===== src/rtl/spi2mem_master.sv =====
// spi2mem_master: SPI mode-0 master that reads one WIDTH-bit word from a
// memory-mapped SPI slave while shifting a WIDTH-bit word out on mosi.
// spi_clk and cs_n are derived from clk by dividing it down; each SPI
// half-period is CLK_DIV clk cycles.
//
// Ports:
//   clk      system clock, rising edge
//   reset    asynchronous, active-high
//   start    transfer request, sampled in IDLE and in the last GAP cycle
//   tx_data  word to send, latched when start is accepted
//   busy     high while a transfer is in flight
//   done     one-cycle pulse, rx_data valid from this cycle
//   rx_data  last complete received word
//   spi_clk  SPI clock (idles low), registered
//   cs_n     chip select, active-low, registered
//   mosi     serial data out, MSB first, registered
//   miso     serial data in, sampled on spi_clk rising edges
//
// state | meaning
// IDLE  | bus idle, waiting for start
// LEAD  | cs_n low, first bit on mosi, spi_clk low for one half-period
// SHIFT | spi_clk toggling; sample on rise, shift out on fall
// TRAIL | spi_clk low, cs_n still low for one half-period
// GAP   | cs_n high for CLK_DIV cycles so the slave can reload its snapshot

module spi2mem_master #(
  parameter int WIDTH   = 16,
  parameter int CLK_DIV = 4
) (
  input  logic             clk,
  input  logic             reset,
  input  logic             start,
  input  logic [WIDTH-1:0] tx_data,
  output logic             busy,
  output logic             done,
  output logic [WIDTH-1:0] rx_data,
  output logic             spi_clk,
  output logic             cs_n,
  output logic             mosi,
  input  logic             miso
);

  localparam int HP_W = (CLK_DIV > 1) ? $clog2(CLK_DIV) : 1;
  localparam int BC_W = $clog2(WIDTH + 1);
  localparam logic [HP_W-1:0] HP_LAST = HP_W'(CLK_DIV - 1);
  localparam logic [BC_W-1:0] BC_LAST = BC_W'(WIDTH);

  typedef enum logic [2:0] {
    S_IDLE,
    S_LEAD,
    S_SHIFT,
    S_TRAIL,
    S_GAP
  } state_t;

  state_t           state_q, state_d;
  logic [HP_W-1:0]  hp_q, hp_d;
  logic [BC_W-1:0]  bc_q, bc_d;
  logic [WIDTH-1:0] tx_q, tx_d;
  logic [WIDTH-1:0] rx_q, rx_d;
  logic [WIDTH-1:0] rx_data_q, rx_data_d;
  logic             spi_clk_q, spi_clk_d;
  logic             cs_n_q, cs_n_d;
  logic             mosi_q, mosi_d;
  logic             busy_q, busy_d;
  logic             done_q, done_d;
  logic [HP_W-1:0]  hp_next;
  logic             accept;

  always_comb begin
    state_d   = state_q;
    hp_d      = hp_q;
    bc_d      = bc_q;
    tx_d      = tx_q;
    rx_d      = rx_q;
    rx_data_d = rx_data_q;
    spi_clk_d = spi_clk_q;
    cs_n_d    = cs_n_q;
    mosi_d    = mosi_q;
    busy_d    = busy_q;
    done_d    = 1'b0;
    accept    = 1'b0;
    hp_next   = (hp_q == HP_LAST) ? '0 : hp_q + 1'b1;

    case (state_q)
      S_IDLE: begin
        cs_n_d    = 1'b1;
        spi_clk_d = 1'b0;
        mosi_d    = 1'b0;
        busy_d    = 1'b0;
        accept    = start;
      end
      S_LEAD: begin
        cs_n_d = 1'b0;
        busy_d = 1'b1;
        mosi_d = tx_q[WIDTH-1];
        hp_d   = hp_next;
        if (hp_q == HP_LAST) state_d = S_SHIFT;
      end
      S_SHIFT: begin
        hp_d = hp_next;
        // spi_clk toggles on the first cycle of every half-period
        if (hp_q == '0) begin
          spi_clk_d = ~spi_clk_q;
          if (!spi_clk_q) begin
            rx_d = {rx_q[WIDTH-2:0], miso};
            bc_d = bc_q + 1'b1;
          end else if (bc_q == BC_LAST) begin
            // falling edge after the last sample closes the frame
            mosi_d  = 1'b0;
            state_d = S_TRAIL;
          end else begin
            tx_d   = tx_q << 1;
            mosi_d = tx_q[WIDTH-2];
          end
        end
      end
      S_TRAIL: begin
        hp_d = hp_next;
        if (hp_q == '0) begin
          cs_n_d  = 1'b1;
          state_d = S_GAP;
        end
      end
      S_GAP: begin
        hp_d = hp_next;
        if (hp_q == HP_LAST) begin
          rx_data_d = rx_q;
          done_d    = 1'b1;
          busy_d    = 1'b0;
          state_d   = S_IDLE;
          // a start in the done cycle chains directly, keeping cs_n high
          // for exactly CLK_DIV cycles between frames
          accept    = start;
        end
      end
      default: state_d = S_IDLE;
    endcase

    if (accept) begin
      tx_d    = tx_data;
      rx_d    = '0;
      bc_d    = '0;
      hp_d    = '0;
      state_d = S_LEAD;
    end
  end

  always_ff @(posedge clk or posedge reset) begin
    if (reset) begin
      state_q   <= S_IDLE;
      hp_q      <= '0;
      bc_q      <= '0;
      tx_q      <= '0;
      rx_q      <= '0;
      rx_data_q <= '0;
      spi_clk_q <= 1'b0;
      cs_n_q    <= 1'b1;
      mosi_q    <= 1'b0;
      busy_q    <= 1'b0;
      done_q    <= 1'b0;
    end else begin
      state_q   <= state_d;
      hp_q      <= hp_d;
      bc_q      <= bc_d;
      tx_q      <= tx_d;
      rx_q      <= rx_d;
      rx_data_q <= rx_data_d;
      spi_clk_q <= spi_clk_d;
      cs_n_q    <= cs_n_d;
      mosi_q    <= mosi_d;
      busy_q    <= busy_d;
      done_q    <= done_d;
    end
  end

  assign busy    = busy_q;
  assign done    = done_q;
  assign rx_data = rx_data_q;
  assign spi_clk = spi_clk_q;
  assign cs_n    = cs_n_q;
  assign mosi    = mosi_q;

endmodule


===== config.mk =====
export PLATFORM = sky130hd
export DESIGN_NAME = spi2mem_master
export DESIGN_NICKNAME = d
export VERILOG_FILES = /design/src/rtl/spi2mem_master.sv
export SDC_FILE = /design/constraint.sdc
export NUM_CORES = 1
export LEC_CHECK = 0
export CORE_MARGIN = 1
export CORE_UTILIZATION = 55
export CTS_BUF_LIST = sky130_fd_sc_hd__clkbuf_2 sky130_fd_sc_hd__clkbuf_4 sky130_fd_sc_hd__clkbuf_8
export DETAILED_ROUTE_END_ITERATION = 10
export PLACE_DENSITY = 0.8
export REMOVE_ABC_BUFFERS = 1
export SYNTH_ARGS = -nofsm -noshare
export SYNTH_HDL_FRONTEND = slang
export SYNTH_SLANG_ARGS = --single-unit

===== constraint.sdc =====
create_clock -name clk -period 5.9 [get_ports clk]
set_input_delay 1.18 -clock clk [delete_from_list [all_inputs] [get_ports clk]]
set_output_delay 1.18 -clock clk [all_outputs]
set_load 0.005 [all_outputs]

* After elaboration in Yosys (flattened, before gate mapping)
Cells that the tools add are included.
Word-level totals: memories 0, memory bits (read-only) 0, input port bits 20, memory bits (writable) 0, output and inout port bits 21, word-level logic and storage cells 90, bits in registers 63, latch bits 0
Operators by class: equality and inequality tests 19, divide/modulo/power cells 0, muxes and demuxes 38, shift-type cells 0, add/subtract/negate cells 2, reduce and logical (&&, ||, !) cells 19, $lt $le $gt $ge 0, multiply operators 0, bitwise gates (word level) 1
Operator list (count):
- $mux W16 | 9
- $mux W3 | 7
- $mux W5 | 4
- $ne A3 B3 Y1 const B | 6
- $pmux W3 S5 | 1
- $ne A2 B2 Y1 const B | 6
- $reduce_bool A2 Y1 | 5
- $mux W1 | 9
- $pmux W1 S3 | 3
- $reduce_bool A3 Y1 | 3
- $reduce_and A2 Y1 | 4
- $reduce_and A7 Y1 | 1
- $eq A3 B2 Y1 const B | 2
- $mux W2 | 3
- $reduce_and A3 Y1 | 2
- $add A5 B1 Y5 const B | 1
- $eq A5 B5 Y1 const B | 1
- $pmux W1 S2 | 2
- $reduce_and A4 Y1 | 1
- $reduce_or A4 Y1 | 1
- $eq A3 B1 Y1 const B | 1
- $eq A3 B3 Y1 const B | 1
- $logic_not A3 Y1 | 1
- $add A2 B1 Y2 const B | 1
- other kinds (4) | 4

* Logic depth before layout (Yosys ltp)
Gate-level depths: netlist of run 1.
depth in word-level cells 6, depth in mapped cells 8, depth with buffers taken out 6

* Worst setup path after synthesis of run 1
OpenSTA, ideal clock, no wires.
path type input-to-reg, from input start, to register bc_q[2], path buffers 2, cell stages on the path 4, data required time 5.779 ns, data arrival time 1.717 ns, setup slack 4.062 ns, setup time 0.121 ns, path through and3_1 > buf_4 > buf_2 > nor2_1
Between the ends: word-level cells in the longest chain between the ends 4, elaborated cells on any way between the ends 7, classes of those cells eq/ne: 1; mux: 3; reduce/logical: 3
Ends and longest elaborated chain:
- from (decl) | line 32 | input logic start,
- $mux W1 | line 127 | if (hp_q == HP_LAST) begin
- $pmux W1 S2 (*) | line 85 | case (state_q)
- $ne A2 B1 Y1 (no line) or $reduce_bool A2 Y1 (tied branches)
- $reduce_and A3 Y1 (no line)
- to (signal assigned) | line 153 | bc_q <= '0;
- to (signal assigned) | line 165 | bc_q <= bc_d;
- to (decl) | line 58 | logic [BC_W-1:0] bc_q, bc_d;
Every way passes the cells marked *; elsewhere a longest branch is shown, timed or not. A chain may end at the register's enable or synchronous reset.

* Worst setup path after layout of run 1
from register spi_clk_q, in the netlist spi_clk, to output spi_clk
RTL lines:
- from (decl) | line 62 | logic spi_clk_q, spi_clk_d;
- from (signal assigned) | line 169 | spi_clk_q <= spi_clk_d;
- to (decl) | line 37 | output logic spi_clk,
No word-level cell between the ends.

==> results of run 1 <==
-- cells by family after synthesis --
family / Yosys count / synth area share, %
compound gates: 49 / 10.1
simple gates: 116 / 19.7
flops: 63 / 53.5
mux: 19 / 8.28
buf+inv: 25 / 5.26
xor+xnor: 5 / 1.49
fa+ha+maj: 4 / 1.70
-- per-layer routing --
| layer | wire length [um] | vias to the layer above | share of wire (%) | track usage [%] |
|---|---|---|---|---|
| met3 | 222 | 11 | 3.9 | 6.69 |
| met1 | 2620 | 1037 | 46 | 29.8 |
| li1 | - | 1027 | - | - |
| met2 | 2670 | 42 | 47 | 34.9 |
| met5 | 0 | - | 0 | 0 |
| met4 | 124 | 0 | 2.2 | 11.3 |
-- power by group --
part,internal [mW],leakage (nW),switching [mW],total (mW)
Clock,0.204,0.0981,0.170,0.374
Combinational,0.194,0.606,0.204,0.398
Sequential,0.535,0.833,0.102,0.636
-- placed cells by master (no fill, tap or decap), types with 6 or more instances in the layout --
cell type | synthesis | layout
inv_1 | 7 | 6
nand3_1 | 21 | 21
clkbuf_8 | 0 | 10
nor2_1 | 9 | 9
clkdlybuf4s50_1 | 0 | 40
mux2_4 | 9 | 9
mux2_2 | 7 | 7
nand2_1 | 59 | 59
nor3_1 | 7 | 7
a21oi_1 | 34 | 34
dfrtp_1 | 62 | 62
-- metrics by stage --
stage                     area, um2  utilization (%)  cells  power [mW]  hold WS [ns]
after floorplan                2820                -    263       0.903         0.449
after global placement         3320             64.6    375        1.02         0.462
after detailed placement       3320             64.6    375        1.04         0.476
after CTS                      3520             68.5    391        1.42         0.491
after global routing           3520             68.5    391        1.50         0.516
final                          3520             68.5    391        1.41         0.488
-- cell type report --
cell class                 instances  area [um2]
multi-input combinational        193        1210
sequential                        63        1580
tap                               70        87.6
clock buffer                      10         138
fill                             420        1620
timing repair buffer              42         415
inverter                           7        26.3
clock inverter                     6        60.1
-- registers in the layout (all words and copies together) (netlist names) --
| signal | flops |
|---|---|
| mosi | 1 |
| bc_q | 5 |
| rx_q | 16 |
| tx_q | 16 |
| done | 1 |
| rx_data | 16 |
| spi_clk | 1 |
| busy | 1 |
| hp_q | 2 |
| cs_n | 1 |
| state_q | 3 |
-- path summary, 6_finish.rpt --
check | startpoint | to | slack [ns]
max reg2reg | state_q[1]$_DFFE_PP0P_ | rx_data[11]$_DFFE_PP0P_ | 3.60
max | spi_clk$_DFFE_PP0P_ | spi_clk | 3.17
max in group asynchronous | reset | tx_q[0]$_DFFE_PP0P_ | 4.03
min | tx_q[0]$_DFFE_PP0P_ | tx_q[1]$_DFFE_PP0P_ | 0.49
min in group asynchronous | reset | rx_data[2]$_DFFE_PP0P_ | 1.36
min reg2reg | tx_q[0]$_DFFE_PP0P_ | tx_q[1]$_DFFE_PP0P_ | 0.49
==> run_summary.xml, run 1 <==
<?xml version="1.0" encoding="UTF-8"?>
<metrics>
  <group name="outcome">
    <metric name="outcome" unit="">finished, final reports clean</metric>
  </group>
  <group name="power">
    <metric name="total_leakage_power" unit="nW">1.54</metric>
    <metric name="power_per_cell_area" unit="nW/um2">400</metric>
    <metric name="vdd_ir_drop_max" unit="V">0.000202</metric>
  </group>
  <group name="synth">
    <metric name="synth-seq-area-share" unit="%">53.5</metric>
    <metric name="yosysTopAreaCell" unit="">dfrtp_1</metric>
    <metric name="synth_largest_type_area_fraction" unit="%">52.6</metric>
    <metric name="synth_common_cells" unit="">62 x dfrtp_1, 59 x nand2_1, 34 x a21oi_1</metric>
    <metric name="synth_area_per_cell" unit="um2">10.5</metric>
    <metric name="synth.cell_area" unit="um2">2950</metric>
    <metric name="postSynthCellCount" unit="">281</metric>
    <metric name="synth_flop_cell" unit="">dfrtp_1</metric>
    <metric name="synth_most_common_cell" unit="">dfrtp_1</metric>
    <metric name="leading_cell_types_by_total_area_after_synthesis" unit="">dfrtp_1 53%, nand2_1 7.5%, a21oi_1 5.8%</metric>
    <metric name="ys_ff_latch" unit="">63</metric>
    <metric name="post_synth_num_cell_types" unit="">41</metric>
    <metric name="synth_edf_count" unit="">0</metric>
    <metric name="synthArstFlopShare" unit="%">100</metric>
    <metric name="synth_warnings" unit="">0</metric>
  </group>
  <group name="timing">
    <metric name="slew_headroom" unit="%">35.5</metric>
    <metric name="fin_crit" unit="ns">2.73</metric>
    <metric name="hold_violations" unit="">0</metric>
    <metric name="maximum_clock_frequency" unit="MHz">366</metric>
    <metric name="layout_worst_path_cycle_share" unit="%">46.3</metric>
    <metric name="setup-violations-final" unit="">0</metric>
    <metric name="final-max-slew-violation-count" unit="">0</metric>
    <metric name="fin_tns_setup" unit="ns">0</metric>
    <metric name="rsz0062_at_grt" unit="">no</metric>
    <metric name="worstMarginPinSlew" unit="ns">0.967</metric>
    <metric name="setup_slack" unit="ns">3.17</metric>
    <metric name="fin_worst_skew" unit="ns">0.00668</metric>
  </group>
  <group name="critical_path">
    <metric name="nature_of_the_critical_path_startpoint" unit="">flop</metric>
    <metric name="cp_slowest_cell" unit="">dfrtp_1</metric>
    <metric name="ff2ff_path_depth" unit="">3</metric>
    <metric name="endpoint_kind" unit="">output port</metric>
    <metric name="path_delay_family" unit="">flip-flops</metric>
    <metric name="cp_num_cells" unit="">1</metric>
    <metric name="worst_ep_arrival_time" unit="ns">1.55</metric>
    <metric name="worst_path_largest_cell_delay" unit="ns">0.62</metric>
    <metric name="timing.critical_path.buf_inv" unit="">1</metric>
    <metric name="type_of_the_setup_path_with_the_least_slack" unit="">flop to output port</metric>
    <metric name="cp_cell_sequence" unit="">clkdlybuf4s50_1</metric>
    <metric name="cp_max_fo" unit="">13</metric>
    <metric name="crit_required" unit="ns">4.72</metric>
  </group>
  <group name="cts">
    <metric name="post-cts-setup-buffers" unit="">0</metric>
    <metric name="clock_transition_at_the_register_clock_pins_on_the_worst_setup_and_hold_paths_after_cts" unit="ns">0.07</metric>
    <metric name="htreeDepth" unit="">3</metric>
    <metric name="tritoncts" unit="">yes</metric>
    <metric name="clock_insertion_delay_worst_skew" unit="ns">0.35</metric>
    <metric name="buffer_levels_on_the_longest_clock_path" unit="">2</metric>
    <metric name="cts_buffers" unit="">9</metric>
    <metric name="clock_sink_count" unit="">63</metric>
    <metric name="cts_hold_buffers" unit="">0</metric>
    <metric name="clk_tree_root_cell" unit="">clkbuf_8</metric>
    <metric name="post_cts_resized" unit="">0</metric>
  </group>
  <group name="die">
    <metric name="dieWidth" unit="um">75.2</metric>
    <metric name="die-height" unit="um">75.2</metric>
    <metric name="rows" unit="">26</metric>
    <metric name="initial_utilization" unit="%">57.4</metric>
    <metric name="design.core.area" unit="um2">5140</metric>
    <metric name="floorplan.die_area" unit="um2">5660</metric>
    <metric name="boundaryPins" unit="">41</metric>
  </group>
  <group name="min_path">
    <metric name="worst_hold_path.num_cells" unit="">2</metric>
    <metric name="hold_class" unit="">flop to flop</metric>
  </group>
  <group name="layout">
    <metric name="num_antenna_cells" unit="">0</metric>
    <metric name="fraction_of_layout_cells_with_a_size_suffix_above_1" unit="%">15.3</metric>
    <metric name="nets" unit="">340</metric>
    <metric name="flow.area_growth_from_synthesis" unit="%">19.4</metric>
  </group>
  <group name="detailed_routing">
    <metric name="avgViaCountPerCell" unit="">5.41</metric>
    <metric name="drt_wl_total" unit="um">5630</metric>
    <metric name="antenna_violating_nets_post_route" unit="">0</metric>
    <metric name="detailedRoute.firstIterationViolations" unit="">182</metric>
    <metric name="detail_route.drc_violations" unit="">0</metric>
    <metric name="detailroute.via_count" unit="">2117</metric>
    <metric name="drt-pass1-iter-count" unit="">4</metric>
    <metric name="avgRoutedWirePerCell" unit="um">14.4</metric>
  </group>
  <group name="global_route">
    <metric name="grt.total_usage" unit="%">22.8</metric>
    <metric name="grt_pass1_vias" unit="">2011</metric>
    <metric name="grt_antenna_before_repair" unit="">0</metric>
    <metric name="grt_max_degree" unit="">64</metric>
    <metric name="gr-total-overflow" unit="">0</metric>
    <metric name="grt_first_pass_wirelength" unit="um">9300</metric>
  </group>
  <group name="job">
    <metric name="maxCapViolCount" unit="">0</metric>
  </group>
  <group name="place">
    <metric name="numPortBuffers" unit="">40</metric>
    <metric name="detail_placement_hpwl" unit="um">3440</metric>
    <metric name="gp_congestion" unit="">0.803</metric>
    <metric name="place_worst_setup_slack" unit="ns">3.13</metric>
  </group>
</metrics>
Note: power is estimated with default switching activity, not from simulation.
==> inputs of run 2 (changes only) <==
- CORE_UTILIZATION: 55 -> 51
- PLACE_DENSITY: 0.8 -> 0.78
- clock period: 5.9 -> 2.43 ns (I/O delays scaled with it)
==> run_summary.xml, run 2 (synthesis gave the netlist of run 1 again) <==
<?xml version="1.0" encoding="UTF-8"?>
<metrics>
  <group name="timing">
    <metric name="layout_worst_path_cycle_share" unit="%">82.6</metric>
    <metric name="final-max-slew-violation-count" unit="">0</metric>
    <metric name="slew_headroom" unit="%">52.6</metric>
    <metric name="fin_worst_skew" unit="ns">0.0120</metric>
    <metric name="fin_crit" unit="ns">2.01</metric>
    <metric name="hold_violations" unit="">0</metric>
    <metric name="setup-violations-final" unit="">0</metric>
    <metric name="rsz0062_at_grt" unit="">no</metric>
    <metric name="maximum_clock_frequency" unit="MHz">498</metric>
    <metric name="fin_tns_setup" unit="ns">0</metric>
    <metric name="worstMarginPinSlew" unit="ns">0.711</metric>
    <metric name="setup_slack" unit="ns">0.422</metric>
  </group>
  <group name="critical_path">
    <metric name="worst_setup_path_startpoint" unit="">spi_clk$_DFFE_PP0P_</metric>
    <metric name="endpoint_kind" unit="">output port</metric>
    <metric name="type_of_the_setup_path_with_the_least_slack" unit="">flop to output port</metric>
    <metric name="nature_of_the_critical_path_startpoint" unit="">flop</metric>
    <metric name="worst-r2r-setup-slack" unit="ns">0.54</metric>
    <metric name="cp_slowest_cell" unit="">dfrtp_1</metric>
    <metric name="worst_path_largest_cell_delay" unit="ns">0.61</metric>
    <metric name="timing.critical_path.buf_inv" unit="">1</metric>
    <metric name="r2r-start" unit="">state_q[2]$_DFFE_PP0P_</metric>
    <metric name="cp_max_fo" unit="">13</metric>
    <metric name="cp_cell_sequence" unit="">clkdlybuf4s50_1</metric>
    <metric name="worst_ep_arrival_time" unit="ns">1.52</metric>
    <metric name="crit_required" unit="ns">1.94</metric>
    <metric name="path_delay_family" unit="">flip-flops</metric>
  </group>
  <group name="layout">
    <metric name="nets" unit="">344</metric>
    <metric name="fraction_of_layout_cells_with_a_size_suffix_above_1" unit="%">16.3</metric>
    <metric name="post_layout_nonfiller_instances" unit="">397</metric>
    <metric name="num_antenna_cells" unit="">0</metric>
    <metric name="mostFrequentLayoutCell" unit="">dfrtp_1</metric>
    <metric name="n_fill_cell" unit="">469</metric>
    <metric name="flow.area_growth_from_synthesis" unit="%">23.1</metric>
    <metric name="leading_cell_types_in_the_layout_fill_and_taps_excluded" unit="">62 x dfrtp_1, 59 x nand2_1, 40 x clkdlybuf4s50_1</metric>
  </group>
  <group name="place">
    <metric name="gp_congestion" unit="">0.782</metric>
    <metric name="numPortBuffers" unit="">40</metric>
    <metric name="place_worst_setup_slack" unit="ns">0.520</metric>
    <metric name="detail_placement_hpwl" unit="um">3510</metric>
    <metric name="placedCellCount" unit="">381</metric>
  </group>
  <group name="die">
    <metric name="die-height" unit="um">78.0</metric>
    <metric name="initial_utilization" unit="%">53.2</metric>
    <metric name="rows" unit="">27</metric>
    <metric name="floorplan.die_area" unit="um2">6090</metric>
    <metric name="boundaryPins" unit="">41</metric>
    <metric name="design.core.area" unit="um2">5540</metric>
    <metric name="dieWidth" unit="um">78.0</metric>
  </group>
  <group name="detailed_routing">
    <metric name="detailroute.via_count" unit="">2124</metric>
    <metric name="detail_route.drc_violations" unit="">0</metric>
    <metric name="drt_wl_total" unit="um">5690</metric>
    <metric name="antenna_violating_nets_post_route" unit="">0</metric>
    <metric name="avgViaCountPerCell" unit="">5.35</metric>
    <metric name="detailedRoute.firstIterationViolations" unit="">194</metric>
    <metric name="avgRoutedWirePerCell" unit="um">14.3</metric>
    <metric name="drt-pass1-iter-count" unit="">4</metric>
  </group>
  <group name="cts">
    <metric name="clock_transition_at_the_register_clock_pins_on_the_worst_setup_and_hold_paths_after_cts" unit="ns">0.07</metric>
    <metric name="cts_hold_buffers" unit="">0</metric>
    <metric name="post_cts_resized" unit="">0</metric>
    <metric name="tritoncts" unit="">yes</metric>
    <metric name="htreeDepth" unit="">3</metric>
    <metric name="clock_sink_count" unit="">63</metric>
    <metric name="clk_tree_root_cell" unit="">clkbuf_8</metric>
    <metric name="clock_insertion_delay_worst_skew" unit="ns">0.34</metric>
    <metric name="buffer_levels_on_the_longest_clock_path" unit="">2</metric>
    <metric name="post-cts-setup-buffers" unit="">0</metric>
    <metric name="cts_buffers" unit="">9</metric>
  </group>
  <group name="min_path">
    <metric name="worstHoldStart" unit="">tx_q[12]$_DFFE_PP0P_</metric>
    <metric name="hold_class" unit="">flop to flop</metric>
  </group>
  <group name="global_route">
    <metric name="gr-total-overflow" unit="">0</metric>
    <metric name="grt_antenna_before_repair" unit="">0</metric>
    <metric name="grt.total_usage" unit="%">21.1</metric>
    <metric name="grt_pass1_vias" unit="">2009</metric>
    <metric name="grt_first_pass_wirelength" unit="um">9790</metric>
    <metric name="grt_max_degree" unit="">39</metric>
  </group>
  <group name="outcome">
    <metric name="outcome" unit="">finished, final reports clean</metric>
  </group>
  <group name="power">
    <metric name="power_per_cell_area" unit="nW/um2">1010</metric>
    <metric name="vdd_ir_drop_max" unit="V">0.000480</metric>
    <metric name="total_leakage_power" unit="nW">1.59</metric>
    <metric name="report.power.total" unit="mW">3.68</metric>
  </group>
  <group name="job">
    <metric name="maxCapViolCount" unit="">0</metric>
  </group>
</metrics>
## run 2: cell types whose count changed in the layout (fill, tap and decap cells not counted), sizes merged
cell      delta
clkbuf       +1
buf          +4
inv          +1
bufinv       +2
clkinv       -2
clkinvlp     -2
## run 2: path summary, 6_finish.rpt
| kind | end | cells after the start |
|---|---|---|
| setup / recovery | spi_clk | 1 |
| setup reg to reg | rx_q[3]$_DFFE_PP0P_ | 4 |
| min in group asynchronous | rx_q[12]$_DFFE_PP0P_ | 2 |
| hold reg to reg | tx_q[13]$_DFFE_PP0P_ | 2 |
| max in group asynchronous | done$_DFF_PP0_ | 3 |
| hold / removal | tx_q[13]$_DFFE_PP0P_ | 2 |
## run 2: metal layers
layer,GRT usage [%],up-vias,wire [um],part of all wire (%)
met2,30.3,58,2660,47
li1,-,1035,-,-
met5,0,-,0,0
met1,30.3,1024,2720,48
met4,9.63,0,67,1.2
met3,5.00,7,247,4.3
## run 2: final cells by class
cell class	instances	area, um2	share of cell area [%]
Multi-Input combinational cell	193	1210	33.5
Tap cell	72	90.1	2.48
Sequential cell	63	1580	43.5
Clock buffer	11	145	4.00
Clock inverter	5	104	2.86
Timing Repair Buffer	46	470	13.0
Inverter	7	26.3	0.724
## run 2: per-stage QoR
stage	utilization, %	cell area (um2)	hold WS [ns]
5_1_grt	65.5	3630	0.521
4_1_cts	65.5	3630	0.486
3_5_place_dp	61.0	3380	0.462
6_report	65.5	3630	0.483
3_3_place_gp	61.0	3380	0.452
2_1_floorplan	-	2820	0.449
## run 2: power by group
| group | total (mW) | switching, mW | internal [mW] |
|---|---|---|---|
| registers | 1.54 | 0.239 | 1.30 |
| clock network | 1.14 | 0.414 | 0.723 |
| logic | 1.01 | 0.506 | 0.502 |
